--- config.mk ---
export PLATFORM = sky130hd
export DESIGN_NAME = mem_arbiter
export DESIGN_NICKNAME = d
export VERILOG_FILES = /design/src/rtl/mem_arbiter.sv
export SDC_FILE = /design/constraint.sdc
export NUM_CORES = 1
export LEC_CHECK = 0
export ABC_AREA = 1
export CORE_ASPECT_RATIO = 0.7
export CORE_MARGIN = 2
export CORE_UTILIZATION = 40
export CTS_CLUSTER_DIAMETER = 80
export DETAILED_ROUTE_END_ITERATION = 6
export GPL_TIMING_DRIVEN = 0
export PLACE_DENSITY = 0.71
export SLEW_MARGIN = 20
export SYNTH_ARGS = -nofsm -noshare
export SYNTH_HDL_FRONTEND = slang
export SYNTH_SLANG_ARGS = --single-unit
--- constraint.sdc ---
create_clock -name mem_Clk -period 4.71 [get_ports mem_Clk]
set_input_delay 1.1775 -clock mem_Clk [delete_from_list [all_inputs] [get_ports mem_Clk]]
set_output_delay 1.1775 -clock mem_Clk [all_outputs]
set_load 0.1 [all_outputs]
--- src/rtl/mem_arbiter.sv ---
`default_nettype none
// ============================================================================
//  Module   : mem_arbiter
//  Purpose  : Round-robin arbiter between an instruction-fetch port and a
//             data load/store port, serialising 32-bit big-endian word
//             accesses onto a single-port byte-wide memory (4 byte beats).
//  Ports    : mem_Clk / mem_Reset       clock, synchronous active-high reset
//             if_req/if_addr            fetch request in
//             if_valid/if_rdata         fetch completion out
//             d_req/d_we/d_addr/d_wdata data request in
//             d_valid/d_rdata           data completion out
//             m_addr/m_we/m_wdata       byte memory command out
//             m_rdata                   byte memory read data in (1-cycle)
//             busy / err                status out
//  Config   : MEM_ARB_ADDR_CHK_EN - when defined, misaligned or >64KB
//             addresses are answered immediately with err and no memory access.
//  Revision : 1.0 - initial release
// ============================================================================
module mem_arbiter (
    input  logic        mem_Clk,
    input  logic        mem_Reset,
    input  logic        if_req,
    input  logic [31:0] if_addr,
    output logic        if_valid,
    output logic [31:0] if_rdata,
    input  logic        d_req,
    input  logic        d_we,
    input  logic [31:0] d_addr,
    input  logic [31:0] d_wdata,
    output logic        d_valid,
    output logic [31:0] d_rdata,
    output logic [15:0] m_addr,
    output logic        m_we,
    output logic [7:0]  m_wdata,
    input  logic [7:0]  m_rdata,
    output logic        busy,
    output logic        err
);

    localparam logic [2:0] S_IDLE    = 3'd0;
    localparam logic [2:0] S_RD      = 3'd1;
    localparam logic [2:0] S_RD_TAIL = 3'd2;
    localparam logic [2:0] S_WR      = 3'd3;
    localparam logic [2:0] S_RESP    = 3'd4;

    logic [2:0]  r_state;
    logic [2:0]  w_state_next;
    logic [1:0]  r_cnt;          // beat index within RD / WR
    logic        r_port;         // port being served: 1 = data, 0 = fetch
    logic        r_err;          // current access was rejected
    logic        r_prio_d;       // 1 = data port wins a tie next time
    logic        r_after_resp;   // first IDLE cycle following RESP
    logic [23:0] r_rshift;       // first three read bytes, oldest in [23:16]
    logic [23:0] r_wshift;       // store bytes still to be driven

    logic        w_if_req;
    logic        w_d_req;
    logic        w_grant;
    logic        w_grant_d;
    logic        w_we;
    logic        w_bad;
    logic [31:0] w_addr;

    // The port just served still has its request high in the cycle after
    // RESP (requester reacts to valid one edge later), so ignore it once.
    assign w_if_req  = if_req & ~(r_after_resp & ~r_port);
    assign w_d_req   = d_req  & ~(r_after_resp &  r_port);
    assign w_grant   = w_if_req | w_d_req;
    assign w_grant_d = w_d_req & (~w_if_req | r_prio_d);
    assign w_addr    = w_grant_d ? d_addr : if_addr;
    assign w_we      = w_grant_d & d_we;

`ifdef MEM_ARB_ADDR_CHK_EN
    assign w_bad = (w_addr[1:0] != 2'b00) | (w_addr[31:16] != 16'h0000);
`else
    logic w_unused_addr_hi;
    assign w_unused_addr_hi = ^w_addr[31:16];
    assign w_bad = 1'b0;
`endif

    // ---------------------------------------------------------------- state
    always_ff @(posedge mem_Clk) begin
        if (mem_Reset) begin
            r_state <= S_IDLE;
        end else begin
            r_state <= w_state_next;
        end
    end

    // ----------------------------------------------------------- next state
    always_comb begin
        w_state_next = r_state;
        case (r_state)
            S_IDLE: begin
                if (w_grant) begin
                    if (w_bad)     w_state_next = S_RESP;
                    else if (w_we) w_state_next = S_WR;
                    else           w_state_next = S_RD;
                end
            end
            S_RD:      if (r_cnt == 2'd3) w_state_next = S_RD_TAIL;
            S_RD_TAIL: w_state_next = S_RESP;
            S_WR:      if (r_cnt == 2'd3) w_state_next = S_RESP;
            S_RESP:    w_state_next = S_IDLE;
            default:   w_state_next = S_IDLE;
        endcase
    end

    // -------------------------------------------------------------- outputs
    always_comb begin
        busy     = (r_state != S_IDLE);
        m_we     = (r_state == S_WR);
        if_valid = (r_state == S_RESP) & ~r_port;
        d_valid  = (r_state == S_RESP) &  r_port;
        err      = (r_state == S_RESP) &  r_err;
    end

    // ------------------------------------------------------------- datapath
    always_ff @(posedge mem_Clk) begin
        if (mem_Reset) begin
            r_cnt        <= 2'd0;
            r_port       <= 1'b0;
            r_err        <= 1'b0;
            r_prio_d     <= 1'b0;
            r_after_resp <= 1'b0;
            r_rshift     <= 24'h0;
            r_wshift     <= 24'h0;
            m_addr       <= 16'h0;
            m_wdata      <= 8'h0;
            if_rdata     <= 32'h0;
            d_rdata      <= 32'h0;
        end else begin
            r_after_resp <= (r_state == S_RESP);
            case (r_state)
                S_IDLE: begin
                    if (w_grant) begin
                        r_port   <= w_grant_d;
                        r_prio_d <= ~w_grant_d;
                        r_err    <= w_bad;
                        r_cnt    <= 2'd0;
                        if (w_bad) begin
                            // Rejected read answers all-ones; rejected store
                            // leaves the load register untouched.
                            if (!w_we) begin
                                if (w_grant_d) d_rdata  <= 32'hFFFF_FFFF;
                                else           if_rdata <= 32'hFFFF_FFFF;
                            end
                        end else begin
                            m_addr <= w_addr[15:0];
                            if (w_we) begin
                                m_wdata  <= d_wdata[31:24];
                                r_wshift <= d_wdata[23:0];
                            end
                        end
                    end
                end
                S_RD: begin
                    r_cnt <= r_cnt + 2'd1;
                    if (r_cnt != 2'd3) m_addr <= m_addr + 16'd1;
                    // m_rdata lags m_addr by one cycle, so beat 0 has no data yet
                    if (r_cnt != 2'd0) r_rshift <= {r_rshift[15:0], m_rdata};
                end
                S_RD_TAIL: begin
                    if (r_port) d_rdata  <= {r_rshift, m_rdata};
                    else        if_rdata <= {r_rshift, m_rdata};
                end
                S_WR: begin
                    r_cnt <= r_cnt + 2'd1;
                    if (r_cnt != 2'd3) begin
                        m_addr   <= m_addr + 16'd1;
                        m_wdata  <= r_wshift[23:16];
                        r_wshift <= {r_wshift[15:0], 8'h00};
                    end
                end
                default: begin
                end
            endcase
        end
    end

endmodule
`default_nettype wire
Yosys cells after proc, flatten, opt, wreduce, memory -nomap -nowiden
Cells that the tools add are included.
Widths: inputs -> output; s select.

cells by class
  add/sub/neg operators = 2
  eq/ne operators = 12
  multiplexer cells = 19
  bitwise gates (word level) = 15
  reduce and logical (&&, ||, !) cells = 14

operator list
  operator               number
  $mux 24                3
  $mux 16                3
  $pmux 24 s2            1
  $pmux 16 s2            1
  $mux 8                 3
  $add 16x1->16 const B  1
  $pmux 8 s2             1
  $pmux 3 s4             1
  $reduce_and 2->1       5
  $mux 3                 3
  $and 1x1->1            8
  $ne 2x2->1 const B     4
  $eq 3x2->1 const B     2
  $ne 2x1->1 const B     3
  $reduce_and 3->1       2
  $reduce_bool 2->1      3
  $not 1->1              5
  $mux 2                 2
  $pmux 2 s2             1
  $reduce_and 4->1       1
  $eq 3x1->1 const B     1
  $eq 3x3->1 const B     1
  $logic_not 3->1        1
  $reduce_bool 3->1      1
  4 further kinds        5

storage, ports and cells
  register bits after elaboration = 144
  input port bits = 109
  logic and storage cells = 73

Logic depth before layout (Yosys ltp)
  word-level depth = 11
  mapped depth = 12

Least setup slack after synthesis
Ideal clock, no wire load.

  path kind = reg-to-output
  from = register r_state[2]
  to = output port d_valid
  data arrival time = 1.837 ns
  required time = 3.533 ns
  setup slack = 1.696 ns
  cell stages (with the launch flop) = 3
  buffers on the path = 0
  cell sequence = dfxtp_1 nand3_1 nor2_1

on the way
  longest elaborated chain between the ends = 2

RTL lines
  element                   line  text
  start: declaration        46    logic [2:0] r_state;
  start signal: assignment  86    r_state <= w_state_next;
  $eq 3x3->1                114   d_valid = (r_state == S_RESP) & r_port;
  $and 1x1->1               114
  end: declaration          30    output logic d_valid,

Every way passes these cells.

Final worst setup path
  from = register r_state[1]
  to = output port m_we

on the way
  longest elaborated chain between the ends = 1

RTL lines
  element           line  text
  $eq 3x2->1        112   m_we = (r_state == S_WR);
  end: declaration  33    output logic m_we,

Every way passes these cells.

==> flow_metrics.env <==
export IMPL_outcome="finished, final reports clean"
export IMPL_timing_max_slew_rel_slack=0.313
export IMPL_synthDominantAreaCellType="dfxtp_1"
export IMPL_antenna_found_initial=0
export IMPL_placed_area_mm2=0.00812
export IMPL_ant_nets=0
export IMPL_path_clk_slew_ns=0.06
export IMPL_core_rowCount=38
export IMPL_synth_compound_area_frac=0.145
export IMPL_total_power_mw=5.31
export IMPL_cts_tree="done"
export IMPL_share_comb_of_total_power=0.424
export IMPL_tightestPinTransition_ns=1.03
export IMPL_swShare=0.459
export IMPL_yosysSeqAreaShare=0.465
export IMPL_synth_area_leaders="dfxtp_1 (47%), nor2_1 (17%), o21ai_0 (11%)"
export IMPL_grt_pass1_vias=5901
export IMPL_finClkSkew_ns=0.00860
export IMPL_hp_class="reg2reg"
export IMPL_fp_dieH_um=108
export IMPL_synth_edf_count=0
export IMPL_hold_end="r_wshift[5]"
export IMPL_async_flop_share=0
export IMPL_synth_distinct_cells=30
export IMPL_drt_iter0_markers=496
export IMPL_synthFlopType="dfxtp_1"
export IMPL_cts_root_buf="clkbuf_16"
export IMPL_cap_violations=0
export IMPL_core_area_mm2=0.0153
export IMPL_synth_nets=1027
export IMPL_start_kind="flip-flop"
export IMPL_end_kind="output port"
export IMPL_post_dp_hpwl_um=13700
export IMPL_wl_per_cell_um=14.4
export IMPL_finalHoldViolations=0
export IMPL_reg2reg_depth=9
export IMPL_path_class="reg2out"
export IMPL_firstDrtPassIters=5
export IMPL_p_clk_frac=0.266
export IMPL_portBuffers=167
export IMPL_wl_um=19000
export IMPL_period_needed_ns=3.94
export IMPL_ys_ff_latch=144
export IMPL_die_x_um=153
export IMPL_fin_area_mm2=0.00874
export IMPL_drcViolationCount=0
export IMPL_grt_pass1_wl_um=30400
export IMPL_synth_xor_xnor_area_share=0
export IMPL_nets=1213
export IMPL_synth_top_family_by_area="simple AND/OR/NAND/NOR gates"
export IMPL_clock_fmax_ghz=0.254
export IMPL_yosys_area_share_simple=0.316
export IMPL_post_cts_resized=0
export IMPL_area_growth_pct=41.0
export IMPL_p_per_area_mw_per_mm2=607
export IMPL_final_max_slew_viol_count=0
export IMPL_setup_tns_ns=0
export IMPL_critPathSlowestCell="clkdlybuf4s50_1"
export IMPL_n_antenna_cell=0
export IMPL_grt_max_degree=17
export IMPL_htree_levels=4
export IMPL_slowest_delay_ns=1.18
export IMPL_place_gp_congestion=0.934
export IMPL_ioPinCount=202
export IMPL_synthMuxAreaShare=0
export IMPL_seqPwrFrac=0.310
export IMPL_finalSetupViolCount=0
export IMPL_cts_setup_buffers=0
export IMPL_cts_hold_buf=0
export IMPL_num_vias=6436
export IMPL_power_internal_mw=2.87
export IMPL_yosysMostFrequentCell="nor2_1"
export IMPL_fin_crit_sh=0.836
export IMPL_initial_core_util=0.405
export IMPL_cp_arrival_ns=2.76
export IMPL_rr_endpoint="r_rshift[20]"
export IMPL_clock_path_buffers=2
export IMPL_dieArea_mm2=0.0165
export IMPL_p_switching_mw=2.44
export IMPL_ys_warn_count=0
export IMPL_grt_total_usage=0.231
export IMPL_utilization=0.571
export IMPL_grt_overflow=0
export IMPL_r2r_start="r_state[0]"
export IMPL_synth_commonest_cells="nor2_1 (286), nand2_1 (155), dfxtp_1 (144)"
export IMPL_reg2reg_slack_ns=2.63
export IMPL_path_max_fanout=10
export IMPL_rsz0062_at_grt="false"
export IMPL_clock_sinks=144
export IMPL_worstPathCellList="inv_2 > nor2_2 > nand2_2 > inv_1 > buf_2 > clkdlybuf4s50_1"
export IMPL_netlist_area_mm2=0.00620
export IMPL_required_ns=3.53
export IMPL_hp_start="r_wshift[5]"
export IMPL_yosysTopAreaCellShare=0.465
export IMPL_drive_gt1_frac=0.0575
export IMPL_power_leakage_nw=3.93
export IMPL_hold_depth=2
export IMPL_peakVddDrop_mv=0.417
export IMPL_worstSetupStartpoint="r_state[1]"
export IMPL_cts_buffers=17
export IMPL_yosys_area_share_adder=0.00606
export IMPL_insertion_delay_ns=0.41
export IMPL_syn_area_per_cell_um2=6.77
export IMPL_routed_via_density=4.90
export IMPL_synth_cells=915
worst max-delay path by stage:
stage | to | slack [ns] | cells after the start
6_report | m_we | 0.77 | 6
5_1_grt | m_we | 0.62 | 6
4_1_cts | m_we | 0.75 | 6
3_5_place_dp | m_we | 1.18 | 6
3_3_place_gp | m_we | 1.25 | 6
2_1_floorplan | d_valid | 1.70 | 2
per-layer routing:
| metal | vias up | part of all wire | global-route usage |
|---|---|---|---|
| met4 | 0 | 0.0074 | 0.0509 |
| met5 | - | 0 | 0 |
| met2 | 221 | 0.40 | 0.332 |
| met1 | 2918 | 0.51 | 0.344 |
| li1 | 3285 | - | - |
| met3 | 12 | 0.083 | 0.0609 |
registers in the layout, summed over array words and instances (netlist names):
signal        cells
r_port            1
m_addr           16
d_rdata          32
r_rshift         24
m_wdata           8
r_cnt             2
r_state           3
r_prio_d          1
r_wshift         24
r_after_resp      1
if_rdata         32
kinds of logic (layout without fill, tap and decap cells):
family                   Yosys count  in the layout
other                              1              1
buffers and inverters            102            301
flip-flops                       144            144
AND/OR/NAND/NOR                  493            493
AO/OA/AOI/OAI                    172            172
adder cells (fa/ha/maj)            3              3
power by group through the flow:
| stage | logic (mW) | registers, mW | clock network, mW |
|---|---|---|---|
| final | 2.25 | 1.65 | 1.41 |
| after global routing | 2.41 | 1.68 | 1.49 |
| after CTS | 2.26 | 1.64 | 1.43 |
| after detailed placement | 2.25 | 1.67 | 0 |
| after global placement | 2.23 | 1.67 | 0 |
| after floorplan | 0.695 | 2.63 | 0 |
worst max-delay path, delay by kind of cell (launching register included):
kind | cells | cell delay [ns]
buffers and inverters | 4 | 1.66
flip-flops | 1 | 0.39
AND/OR/NAND/NOR | 2 | 0.29
stage by stage:
stage               hold slack, ns  cells  setup WS, ns
floorplan                    0.440    915          1.70
global placement             0.453   1282          1.25
detailed placement           0.458   1282          1.18
CTS                          0.472   1314         0.746
global route                 0.499   1314         0.616
finish                       0.475   1314         0.772
cell type report:
class,instances,area (µm²)
Multi-Input combinational cell,669,2890
Inverter,51,191
Timing Repair Buffer,167,1670
Buffer,51,230
Fill cell,1453,6570
Clock inverter,15,195
Sequential cell,144,2880
Clock buffer,17,425
Tap cell,200,250
cells in the final DEF, fill, tap and decap left out, types with 2 or more instances in the layout:
cell	n
o21ai_1	3
inv_1	46
buf_2	13
buf_6	2
inv_2	5
ha_1	3
clkdlybuf4s50_1	167
bufinv_16	3
clkbuf_1	32
buf_1	2
nand3b_1	4
a21oi_1	24
nand2_2	4
dfxtp_1	144
clkbuf_16	17
nand2_1	155
nor2_2	3
o21ai_0	134
clkinv_4	3
inv_6	6
clkinvlp_4	2
nor2_1	286
nand3_1	35
o211ai_1	6
buf_4	2
nand4_1	2
Power figures use the tool's default switching activity.
